==> config.mk <==
export PLATFORM = sky130hd
export DESIGN_NAME = fetch_unit
export DESIGN_NICKNAME = d
export VERILOG_FILES = /design/src/rtl/fetch_unit.sv
export SDC_FILE = /design/constraint.sdc
export NUM_CORES = 1
export LEC_CHECK = 0
export BUFFER_PORTS_ARGS = -buffer_cell sky130_fd_sc_hd__buf_4
export CAP_MARGIN = 15
export CORE_ASPECT_RATIO = 0.7
export CORE_MARGIN = 8
export CORE_UTILIZATION = 51
export CTS_CLUSTER_DIAMETER = 40
export DETAILED_ROUTE_END_ITERATION = 6
export PLACE_DENSITY = 0.83
export SLEW_MARGIN = 10
export SYNTH_ARGS = -nofsm -noshare
export SYNTH_HDL_FRONTEND = slang
export SYNTH_SLANG_ARGS = --single-unit
==> constraint.sdc <==
create_clock -name clk -period 4.5 [get_ports clk]
set_clock_uncertainty 0.05 [all_clocks]
set_input_delay 0.225 -clock clk [delete_from_list [all_inputs] [get_ports clk]]
set_output_delay 0.225 -clock clk [all_outputs]
set_load 0.01 [all_outputs]
==> src/rtl/fetch_unit.sv <==
// Instruction-fetch stage: holds the PC, fetches over a req/ack handshake,
// and selects the next PC from the controller's pcsrc/jump decision.
//
// state  | meaning
// BOOT   | first cycle after reset, no request
// FETCH  | imem_req high at pc, waiting for imem_ack
// EXEC   | instr valid, waiting for ex_done
module fetch_unit #(
  parameter logic [31:0] RESET_PC = 32'h00000000
) (
  input  logic        clk,
  input  logic        reset,
  output logic        imem_req,
  output logic [31:0] imem_addr,
  input  logic        imem_ack,
  input  logic [31:0] imem_rdata,
  output logic [31:0] instr,
  output logic        instr_valid,
  input  logic        ex_done,
  input  logic        pcsrc,
  input  logic        jump,
  input  logic [31:0] signimm,
  output logic [31:0] pc,
  output logic [31:0] pcplus4,
  output logic [31:0] retired
);

  typedef enum logic [1:0] {
    ST_BOOT  = 2'd0,
    ST_FETCH = 2'd1,
    ST_EXEC  = 2'd2
  } state_t;

  localparam logic [31:0] PC_RST = {RESET_PC[31:2], 2'b00};

  state_t      state_q, state_d;
  logic [31:0] pc_q, pc_d;
  logic [31:0] instr_q, instr_d;
  logic [31:0] retired_q, retired_d;
  logic        imem_req_q, imem_req_d;
  logic        instr_valid_q, instr_valid_d;

  logic [31:0] pc_inc;
  logic [31:0] br_off;
  logic [31:0] next_pc;

  assign pc_inc = pc_q + 32'd4;
  assign br_off = signimm << 2;

  // Jump outranks branch when the controller asserts both.
  always_comb begin
    next_pc = pc_inc;
    if (jump) begin
      next_pc = {pc_inc[31:28], instr_q[25:0], 2'b00};
    end else if (pcsrc) begin
      next_pc = pc_inc + br_off;
    end
  end

  always_comb begin
    state_d       = state_q;
    pc_d          = pc_q;
    instr_d       = instr_q;
    retired_d     = retired_q;
    imem_req_d    = imem_req_q;
    instr_valid_d = instr_valid_q;
    case (state_q)
      ST_BOOT: begin
        state_d       = ST_FETCH;
        imem_req_d    = 1'b1;
        instr_valid_d = 1'b0;
      end
      ST_FETCH: begin
        if (imem_ack) begin
          instr_d       = imem_rdata;
          state_d       = ST_EXEC;
          imem_req_d    = 1'b0;
          instr_valid_d = 1'b1;
        end
      end
      ST_EXEC: begin
        if (ex_done) begin
          pc_d          = next_pc;
          retired_d     = retired_q + 32'd1;
          state_d       = ST_FETCH;
          imem_req_d    = 1'b1;
          instr_valid_d = 1'b0;
        end
      end
      default: begin
        state_d       = ST_BOOT;
        imem_req_d    = 1'b0;
        instr_valid_d = 1'b0;
      end
    endcase
  end

  always_ff @(posedge clk or posedge reset) begin
    if (reset) begin
      state_q       <= ST_BOOT;
      pc_q          <= PC_RST;
      instr_q       <= 32'h0;
      retired_q     <= 32'h0;
      imem_req_q    <= 1'b0;
      instr_valid_q <= 1'b0;
    end else begin
      state_q       <= state_d;
      pc_q          <= pc_d;
      instr_q       <= instr_d;
      retired_q     <= retired_d;
      imem_req_q    <= imem_req_d;
      instr_valid_q <= instr_valid_d;
    end
  end

  assign imem_req    = imem_req_q;
  assign imem_addr   = pc_q;
  assign instr       = instr_q;
  assign instr_valid = instr_valid_q;
  assign pc          = pc_q;
  assign pcplus4     = pc_inc;
  assign retired     = retired_q;

endmodule
Word-level counts from Yosys, hierarchy flattened. Cells that the tools add are included.

$add $sub $neg: 3. Equal/unequal tests: 4. Multiplexer cells: 11. Reduce and logical (&&, ||, !) cells: 4.

Operators with widths (count): $mux 32 (2); $add 32x1->32 const B (1); $add 32x3->32 const B (1); $add 32x32->32 (1); $pmux 2 s3 (1); $reduce_and 2->1 (3); $mux 1 (4); $mux 2 (2); $ne 2x2->1 const B (2); $pmux 1 s3 (1); $eq 2x1->1 const B (1); $eq 2x2->1 const B (1); $logic_not 2->1 (1); $pmux 1 s2 (1).

Register bits: 100. Input bits: 70.

Longest topological paths before layout. Gate-level depths: netlist (run 1).

Depth after elaboration: 4. Gate-level depth with buffers: 17.

Least setup slack after synthesis (run 1). Ideal clock, no wire load.

Path type: register -> register. From: register pc_q[3], in the netlist imem_addr[3]. To: register pc_q[29], in the netlist imem_addr[29]. Arrival: 3490 ps. Path slack: 826 ps. Stages on the path, launching flop included: 18. Path buffers: 1. Period minus slack after synthesis: 3674 ps. Path through: dfrtp_1 ha_1 nand4_1 nor3_4 and3_1 xor2_1 ha_1 buf_2 a21o_1 a21o_1 a21oi_1 o22a_1 o21a_1 nand2_1 a21o_1 a21oi_2 xor2_1 o31ai_1.

Longest elaborated chain between the ends: 4.

RTL lines: from (decl) (RTL line 37) `logic [31:0] pc_q, pc_d;`; from (signal assigned) (RTL line 108) `pc_q <= pc_d;`; $add 32x3->32 (RTL line 47) `assign pc_inc = pc_q + 32'd4;`; via pcplus4[18] (RTL line 24) `output logic [31:0] pcplus4,`; $add 32x32->32 (RTL line 56) `next_pc = pc_inc + br_off;`; $mux 32 (RTL line 55) `end else if (pcsrc) begin`; $mux 32 (RTL line 53) `if (jump) begin`.

The timed path passes the listed nets, and every way through them passes these cells. A chain may end at the register's enable or synchronous reset.

Worst setup path after layout (run 1).
From: register pc_q[2], in the netlist imem_addr[2]. To: register pc_q[31], in the netlist imem_addr[31].

Longest elaborated chain between the ends: 4.

RTL lines (RTL line): $add 32x3->32 * (47); $add 32x32->32 (56); $mux 32 (55); $mux 32 * (53).

Every way passes the cells marked *; elsewhere a longest branch is shown, timed or not.

==> results of run 1 <==
-- cell usage after synthesis (5+ instances only) --
cell type   n
o21bai_1    5
xnor2_1    53
a21o_1     19
nor3_1     11
buf_2       8
nand4_1    10
nand2_1    90
a21oi_1    43
buf_4      36
mux2_2     34
o21ai_1     6
o21ai_0    27
and3_1     19
ha_1       37
xor2_1     30
inv_1      13
dfrtp_1    96
a211oi_1    7
o211ai_1   12
nand3_1    29
clkbuf_1   11
nor2_1     55
-- where the power goes --
group | leakage (nW) | internal (mW) | total, mW | switching, mW
logic | 2.88 | 1.59 | 3.26 | 1.67
clock network | 0.148 | 0.395 | 0.775 | 0.380
registers | 1.20 | 1.15 | 1.56 | 0.407
-- sequential cells by signal, summed over array words and instances (netlist names) --
signal       cells
instr           32
state_q          1
instr_valid      1
retired         32
imem_addr       30
-- metrics by stage --
stage / worst slack [ns] / power [mW] / instance area [sq um]
after global routing: 0.0293 / 5.96 / 8610
final: 0.284 / 5.59 / 8610
after CTS: 0.352 / 5.61 / 8610
after global placement: 0.469 / 4.73 / 8300
after detailed placement: 0.396 / 4.80 / 8300
after floorplan: 0.826 / 3.56 / 6740
-- layer usage --
layer | up-vias | global-route usage | wire, um
li1 | 2903 | - | -
met1 | 2929 | 0.317 | 9230
met2 | 291 | 0.373 | 9400
met3 | 19 | 0.0691 | 1980
met4 | 0 | 0.0512 | 219
met5 | - | 0 | 0
-- layout by cell type, fill, tap and decap left out, types with 4 or more instances in the layout --
cell       count
xnor2_1       53
buf_4        228
and3_1        19
clkbuf_16      9
nand4_1       10
a211oi_1       7
xor2_1        30
inv_1         12
o21bai_1       5
mux2i_1        4
a21o_1        19
nor3_1        11
o21a_1         4
a21oi_1       43
o21ai_1        6
nor2_1        54
o21ai_0       27
nand3_1       29
dfrtp_1       96
ha_1          37
mux2_2        34
o211ai_1      12
conb_1         6
nand2_1       90
-- cell type report --
| class | count | area (sq um) | area share |
|---|---|---|---|
| multi-input cells | 566 | 3920 | 0.455 |
| clock inverters | 7 | 76.3 | 0.00887 |
| flip-flops and latches | 96 | 2400 | 0.279 |
| well taps | 166 | 208 | 0.0241 |
| inverters | 14 | 55.1 | 0.00640 |
| repair buffers | 229 | 1720 | 0.200 |
| clock buffers | 9 | 225 | 0.0262 |
-- logic make-up (layout without fill, tap and decap cells) --
| logic type | after synthesis | after routing | synth area share |
|---|---|---|---|
| flip-flops | 96 | 96 | 0.357 |
| adder cells (fa/ha/maj) | 38 | 38 | 0.0718 |
| multiplexers | 38 | 38 | 0.0629 |
| other | 1 | 6 | 0.000558 |
| AND/OR/NAND/NOR | 242 | 242 | 0.173 |
| AO/OA/AOI/OAI | 157 | 157 | 0.158 |
| buffers and inverters | 72 | 259 | 0.0629 |
| XOR/XNOR | 85 | 85 | 0.113 |
-- worst max-delay path: stages, from the launching register on --
cell and delay [ns]:
dfrtp_1 0.45, ha_1 0.28, nand4_1 0.37, nor3_4 0.39
nand3_2 0.20, nor2_1 0.27, xor2_1 0.30, ha_1 0.35
nand4_1 0.17, or2_2 0.30, o22a_1 0.21, o2111ai_1 0.13
a21o_1 0.16, nand3_2 0.08, xor2_1 0.18, nand2_1 0.08
xnor2_1 0.13
-- worst min-delay path by stage --
stage | start | end | cells past startpoint
2_1_floorplan | imem_rdata[10] | instr[10] | 1
3_3_place_gp | reset | instr[26] | 2
3_5_place_dp | reset | instr[26] | 2
4_1_cts | imem_rdata[16] | instr[16] | 2
5_1_grt | imem_rdata[6] | instr[6] | 2
6_report | imem_rdata[6] | instr[6] | 2
==> results.yml, run 1 <==
drt:
  dr.pass1.iters: 5
  drt-initial-drc-count: 453
  wl_per_cell_um: 19.2
  post-route-drc-count: 0
  ant_nets: 0
  routed_wl_um: 20800
  via_per_inst: 5.65
  vias: 6142
yosys:
  synthTopCellsByArea: "dfrtp_1 36%, xnor2_1 6.9%, ha_1 6.9%, mux2_2 5.7%, nand2_1 5.0%"
  yosysTopAreaCellShare: 0.357
  syn_inst: 729
  synth_area_sq_um: 6720
  post_synth_num_cell_types: 77
  yosysTopAreaCell: "dfrtp_1"
  synth-edff-count: 0
  synth_seq_cells: 96
  ys_dominant_reg_cell: "dfrtp_1"
  yosysSeqAreaShare: 0.357
  synth_warnings: 0
  async_flop_share: 1.00
  synth_area_per_cell_sq_um: 9.22
cells_and_area:
  nets: 1024
  drive_above_1_share: 0.333
  post-route-util: 0.662
  num-fill-cells: 1090
  antennaDiodeCount: 0
  final_cells: 1087
  area_growth_pct: 28.0
clock_network:
  cts_buffers: 9
  cts_buffer_depth: 2
  cts_root_buf: "clkbuf_16"
  cts_tree: "built"
  cts_num_sinks: 96
  post_cts_buffers: 0
  cts.clk_slew.worst_paths_ns: 0.08
  holdBufCountCts: 1
  cts_resized: 0
  clk_latency_ns: 0.35
  htreeDepth: 3
floorplanning:
  die_w_um: 153
  ios: 232
  dieArea_sq_um: 17200
  initial_core_util: 0.517
  die_h_um: 112
  core_sq_um: 13000
  rows: 35
grt:
  grt_pass1_vias: 6098
  grt.overflow.total: 0
  grt_pass1_wl_um: 33100
  grt_usage: 0.237
  grt_max_degree: 50
  antenna_found_initial: 0
timing:
  tightest_slew_ns: 0.990
  setup_viol: 0
  tns_ns: 0
  period_minus_slack_ns: 4.22
  hold_violations: 0
  slew_viol_final: 0
  rsz0062_at_grt: "false"
  fmax_mhz: 237
  worst_hold_slack_ns: 0.0521
  max_slew_margin: 0.340
  fin_crit_sh: 0.937
worst_setup_path:
  r2r_end: "imem_addr[31]"
  critPathMaxFanout: 10
  critPathCaptureType: "register"
  cp-endpoint: "imem_addr[31]"
  cp.required_ns: 4.68
  critPathLaunchType: "register"
  worstSetupStartpoint: "imem_addr[2]"
  cp.arrival_ns: 4.40
  critical_path_class: "register to register"
  ff2ff_setup_slack_ns: 0.28
  timing.rr.start: "imem_addr[2]"
  ff2ff_path_depth: 16
power_and_ir_drop:
  ir_worst_vdd_uv: 418
  power_density_nw_per_um2: 650
  p_leak_nw: 4.23
hold_path:
  hp-class: "input port to register"
placement:
  portBuffers: 223
  place.gp.congestion: 0.943
  hpwl_um: 16200
  dp.cells: 1070
flow_run:
  drv_cap: 0
run_status:
  outcome: "completed"
(Power assumes the default switching activity.)
==> run 2: changes to the inputs <==
--- a/config.mk
+++ b/config.mk
@@ -9,10 +9,10 @@
 export CAP_MARGIN = 15
 export CORE_ASPECT_RATIO = 0.7
 export CORE_MARGIN = 8
-export CORE_UTILIZATION = 51
+export CORE_UTILIZATION = 55
 export CTS_CLUSTER_DIAMETER = 40
 export DETAILED_ROUTE_END_ITERATION = 6
-export PLACE_DENSITY = 0.83
+export PLACE_DENSITY = 0.89
 export SLEW_MARGIN = 10
 export SYNTH_ARGS = -nofsm -noshare
 export SYNTH_HDL_FRONTEND = slang
==> constraint.sdc (replaced) <==
create_clock -name clk -period 5.09 [get_ports clk]
set_clock_uncertainty 0.05 [all_clocks]
set_input_delay 0.2545 -clock clk [delete_from_list [all_inputs] [get_ports clk]]
set_output_delay 0.2545 -clock clk [all_outputs]
set_load 0.01 [all_outputs]
==> results.yml, run 2 (synthesis results as in run 1) <==
run_status:
  outcome: "completed"
worst_setup_path:
  cp.required_ns: 5.23
  crit_family: "compound AO/OA/AOI/OAI gates"
  cp.arrival_ns: 4.43
  critPathLaunchType: "register"
  path_cells: "ha_1 -> nand4_1 -> nor3_4 -> and3_1 -> xor2_1 -> ha_1 -> a21o_1 -> a21o_1 -> a21oi_1 -> o22a_1 -> o21a_1 -> nand2_1 -> a21o_1 -> a21oi_2 -> xor2_1 -> o31ai_1"
  crit_buf_inv: 0
  critical_path_class: "register to register"
  max_stage_delay_ns: 0.44
  critPathMostFrequentCell: "a21o_1"
  ff2ff_setup_slack_ns: 0.80
  critPathCaptureType: "register"
  slowest_stage: "dfrtp_1"
  critPathMaxFanout: 7
placement:
  place.gp.congestion: 0.972
  dp.cells: 1059
  place_ws_ns: 1.01
  hpwl_um: 16100
  portBuffers: 223
floorplanning:
  dieArea_sq_um: 16100
  die_w_um: 148
  die_h_um: 109
  rows: 33
  ios: 232
  initial_core_util: 0.569
  core_sq_um: 11800
power_and_ir_drop:
  power.total_mw: 5.02
  power_density_nw_per_um2: 583
  p_leak_nw: 4.23
  ir_worst_vdd_uv: 375
grt:
  grt_usage: 0.256
  antenna_found_initial: 0
  grt_pass1_wl_um: 33100
  grt_max_degree: 51
  grt.overflow.total: 0
  grt_pass1_vias: 6152
cells_and_area:
  final_cells: 1076
  area_growth_pct: 27.9
  final_common_cell: "buf_4"
  post-route-util: 0.728
  final_cell_mix: "226 x buf_4, 96 x dfrtp_1, 90 x nand2_1, 54 x nor2_1, 53 x xnor2_1"
  antennaDiodeCount: 0
  drive_above_1_share: 0.332
  nets: 1022
clock_network:
  clk_latency_ns: 0.35
  cts_buffers: 9
  cts_root_buf: "clkbuf_16"
  cts_tree: "built"
  htreeDepth: 3
  cts_resized: 0
  cts.clk_slew.worst_paths_ns: 0.08
  cts_buffer_depth: 2
  cts_num_sinks: 96
  post_cts_buffers: 0
timing:
  setup_ws_ns: 0.799
  hold_violations: 0
  max_slew_margin: 0.343
  tns_ns: 0
  period_minus_slack_ns: 4.29
  rsz0062_at_grt: "false"
  fin_crit_sh: 0.843
  setup_viol: 0
  tightest_slew_ns: 0.986
  fmax_mhz: 233
  slew_viol_final: 0
drt:
  routed_wl_um: 20900
  drt-initial-drc-count: 596
  ant_nets: 0
  post-route-drc-count: 0
  via_per_inst: 5.83
  vias: 6272
  wl_per_cell_um: 19.4
  dr.pass1.iters: 5
hold_path:
  hp-class: "input port to register"
flow_run:
  drv_cap: 0
[run 2: cell count changes in the layout (fill, tap and decap cells not counted), sizes merged]
cell    change
clkinv      -3
buf         -2
inv         +2
bufinv      +1
[run 2: layout make-up]
class | instances | area [sq um]
clock buffer | 9 | 225
multi-input combinational | 566 | 3920
inverter | 14 | 55.1
tap | 157 | 196
timing repair buffer | 227 | 1710
fill | 908 | 3210
clock inverter | 7 | 92.6
sequential | 96 | 2400
[run 2: path summary, 6_finish.rpt]
check | start | endpoint | cells after the start
setup / recovery | imem_addr[2] | imem_addr[29] | 16
hold / removal | imem_rdata[4] | instr[4] | 2
setup reg to reg | imem_addr[2] | imem_addr[29] | 16
hold reg to reg | retired[31] | retired[31] | 1
max in group asynchronous | reset | instr[18] | 4
min in group asynchronous | reset | retired[9] | 3
[run 2: repair_timing]
| action | CTS | global route |
|---|---|---|
| endpoints found under the setup margin | 0 | 0 |
| hold buffers | 1 | 0 |
| endpoints found under the hold margin | 46 | 0 |
[run 2: stage by stage]
step | hold WS, ns | area, sq um
after floorplan | 0.355 | 6740
after global placement | 0.311 | 8270
after detailed placement | 0.313 | 8270
after CTS | 0.0750 | 8600
after global routing | 0.0733 | 8600
final | 0.0795 | 8600
[run 2: report_power, final]
part	internal (mW)	total [mW]	switching [mW]	leakage (nW)
Sequential	1.02	1.39	0.375	1.20
Clock	0.398	0.733	0.335	0.158
Combinational	1.40	2.89	1.49	2.87
Total	2.82	5.02	2.20	4.23
[run 2: per-layer routing]
metal,global-route usage,vias to the layer above,routed length [um]
li1,-,2897,-
met5,0,-,0
met4,0.0718,0,352
met1,0.348,3018,9010
met3,0.0680,30,2060
met2,0.396,327,9460
==> run 3: changes to the inputs <==
--- a/config.mk
+++ b/config.mk
@@ -9,10 +9,10 @@
 export CAP_MARGIN = 15
 export CORE_ASPECT_RATIO = 0.7
 export CORE_MARGIN = 8
-export CORE_UTILIZATION = 55
+export CORE_UTILIZATION = 46
 export CTS_CLUSTER_DIAMETER = 40
 export DETAILED_ROUTE_END_ITERATION = 6
-export PLACE_DENSITY = 0.89
+export PLACE_DENSITY = 0.79
 export SLEW_MARGIN = 10
 export SYNTH_ARGS = -nofsm -noshare
 export SYNTH_HDL_FRONTEND = slang
==> constraint.sdc (replaced) <==
create_clock -name clk -period 3.88 [get_ports clk]
set_clock_uncertainty 0.05 [all_clocks]
set_input_delay 0.194 -clock clk [delete_from_list [all_inputs] [get_ports clk]]
set_output_delay 0.194 -clock clk [all_outputs]
set_load 0.01 [all_outputs]
==> results.yml, run 3 (synthesis results as in run 1) <==
floorplanning:
  initial_core_util: 0.464
  die_h_um: 117
  core_sq_um: 14500
  die_w_um: 160
  rows: 37
  dieArea_sq_um: 18800
  ios: 232
clock_network:
  htreeDepth: 3
  cts_root_buf: "clkbuf_16"
  cts_num_sinks: 96
  cts_buffer_depth: 2
  cts_buffers: 9
  clk_latency_ns: 0.34
  cts_tree: "built"
  cts.clk_slew.worst_paths_ns: 0.08
timing:
  tightest_slew_ns: 0.983
  setup_ws_ns: 0.186
  hold_violations: 20
  rsz0062_at_grt: "true"
  fmax_mhz: 271
  worst_hold_slack_ns: -0.0270
  period_minus_slack_ns: 3.69
  setup_viol: 0
  slew_viol_final: 0
  fin_crit_sh: 0.952
  max_slew_margin: 0.345
cells_and_area:
  seq_area_sq_um: 2400
  final_cell_mix: "255 x buf_4, 95 x dfrtp_1, 90 x nand2_1, 53 x xnor2_1, 52 x nor2_1"
  num-fill-cells: 1286
  antennaDiodeCount: 0
  nets: 1050
  area_growth_pct: 31.9
  fin_area_sq_um: 8870
  multiInputGateArea_sq_um: 3960
  drive_above_1_share: 0.362
  final_common_cell: "buf_4"
placement:
  place.gp.congestion: 0.952
  hpwl_um: 16600
  portBuffers: 223
  placed_area_sq_um: 8530
  place_ws_ns: 0.0920
power_and_ir_drop:
  power_density_nw_per_um2: 754
  ir_worst_vdd_uv: 413
  p_leak_nw: 4.36
drt:
  ant_nets: 0
  dr.pass1.iters: 5
  wl_per_cell_um: 18.6
  drt-initial-drc-count: 363
  routed_wl_um: 21300
  vias: 6247
  via_per_inst: 5.47
  post-route-drc-count: 0
grt:
  grt_pass1_wl_um: 33600
  grt_pass1_vias: 6303
  grt_usage: 0.222
  antenna_found_initial: 0
  grt_max_degree: 68
  grt.overflow.total: 0
flow_run:
  drv_cap: 0
worst_setup_path:
  cp.arrival_ns: 3.83
  timing.rr.start: "imem_addr[3]"
  critPathCaptureType: "register"
  critPathLaunchType: "register"
  critPathMaxFanout: 5
  ff2ff_path_depth: 16
  cp.required_ns: 4.01
  ff2ff_setup_slack_ns: 0.19
  r2r_end: "imem_addr[20]"
  critical_path_class: "register to register"
run_status:
  outcome: "complete, but fails checks"
  violations: "negative hold slack"
hold_path:
  hp-class: "input port to async pin"
[run 3: cell types whose count changed in the layout (fill, tap and decap cells not counted), moves of 2 or more]
cell / previous run / this run
xor2_1: 30 / 28
buf_4: 226 / 255
nor2_1: 54 / 52
xor2_2: 1 / 3
nor2_2: 2 / 4
[run 3: how the worst max path moves through the flow]
stage / endpoint / startpoint / slack, ns
after floorplan: imem_addr[29] / imem_addr[3] / 0.21
after global placement: imem_addr[31] / imem_addr[4] / 0.17
after global routing: imem_addr[31] / imem_addr[3] / -0.07
after detailed placement: imem_addr[31] / imem_addr[4] / 0.09
final: imem_addr[20] / imem_addr[3] / 0.19
after CTS: imem_addr[31] / imem_addr[4] / 0.06
[run 3: final cells by class]
type                            instances  area share
Sequential cell                        96       0.271
Tap cell                              195      0.0275
Inverter                               14     0.00621
Multi-Input combinational cell        566       0.446
Timing Repair Buffer                  255       0.216
Clock buffer                            9      0.0254
Clock inverter                          7     0.00762
[run 3: routing by layer]
| layer | up-vias | global-route usage | wire length (um) |
|---|---|---|---|
| met1 | 2997 | 0.298 | 9540 |
| met5 | - | 0 | 0 |
| met4 | 0 | 0.0422 | 203 |
| met2 | 263 | 0.356 | 9560 |
| met3 | 18 | 0.0632 | 1960 |
| li1 | 2969 | - | - |
[run 3: critical path, stage by stage, from the launching register on]
cell       delay [ns]
dfrtp_1          0.37
buf_4            0.14
nand3_1          0.11
or2_4            0.30
nor2_1           0.12
xor2_1           0.29
ha_1             0.35
nand2_1          0.13
nor2_2           0.07
a2111oi_2        0.34
o21a_1           0.27
o21ai_2          0.11
nor2b_1          0.16
a31o_1           0.23
xor2_1           0.15
a222oi_1         0.22
o21ai_1          0.10
[run 3: through the flow]
| step | TNS (ns) | power, mW | hold WS, ns | instances | util |
|---|---|---|---|---|---|
| final | 0 | 6.69 | -0.0270 | 1142 | 0.612 |
| after global routing | -0.0714 | 7.15 | 0.0194 | 1142 | 0.612 |
| after CTS | 0 | 6.68 | 0.0146 | 1141 | 0.609 |
| after detailed placement | 0 | 5.76 | 0.380 | 1125 | 0.588 |
| after global placement | 0 | 5.69 | 0.377 | 1125 | 0.588 |
| after floorplan | 0 | 4.12 | 0.295 | 734 | - |
[run 3: power breakdown]
part / internal (mW) / switching (mW)
Clock: 0.455 / 0.433
Sequential: 1.34 / 0.428
Combinational: 1.99 / 2.04
[run 3: timing repair]
item | CTS | global route
hold buffers | 0 | 0
buffers inserted | 0 | 1
setup endpoints to repair | 0 | 9
hold endpoints to repair | 0 | 0
gates resized for setup | 0 | 10
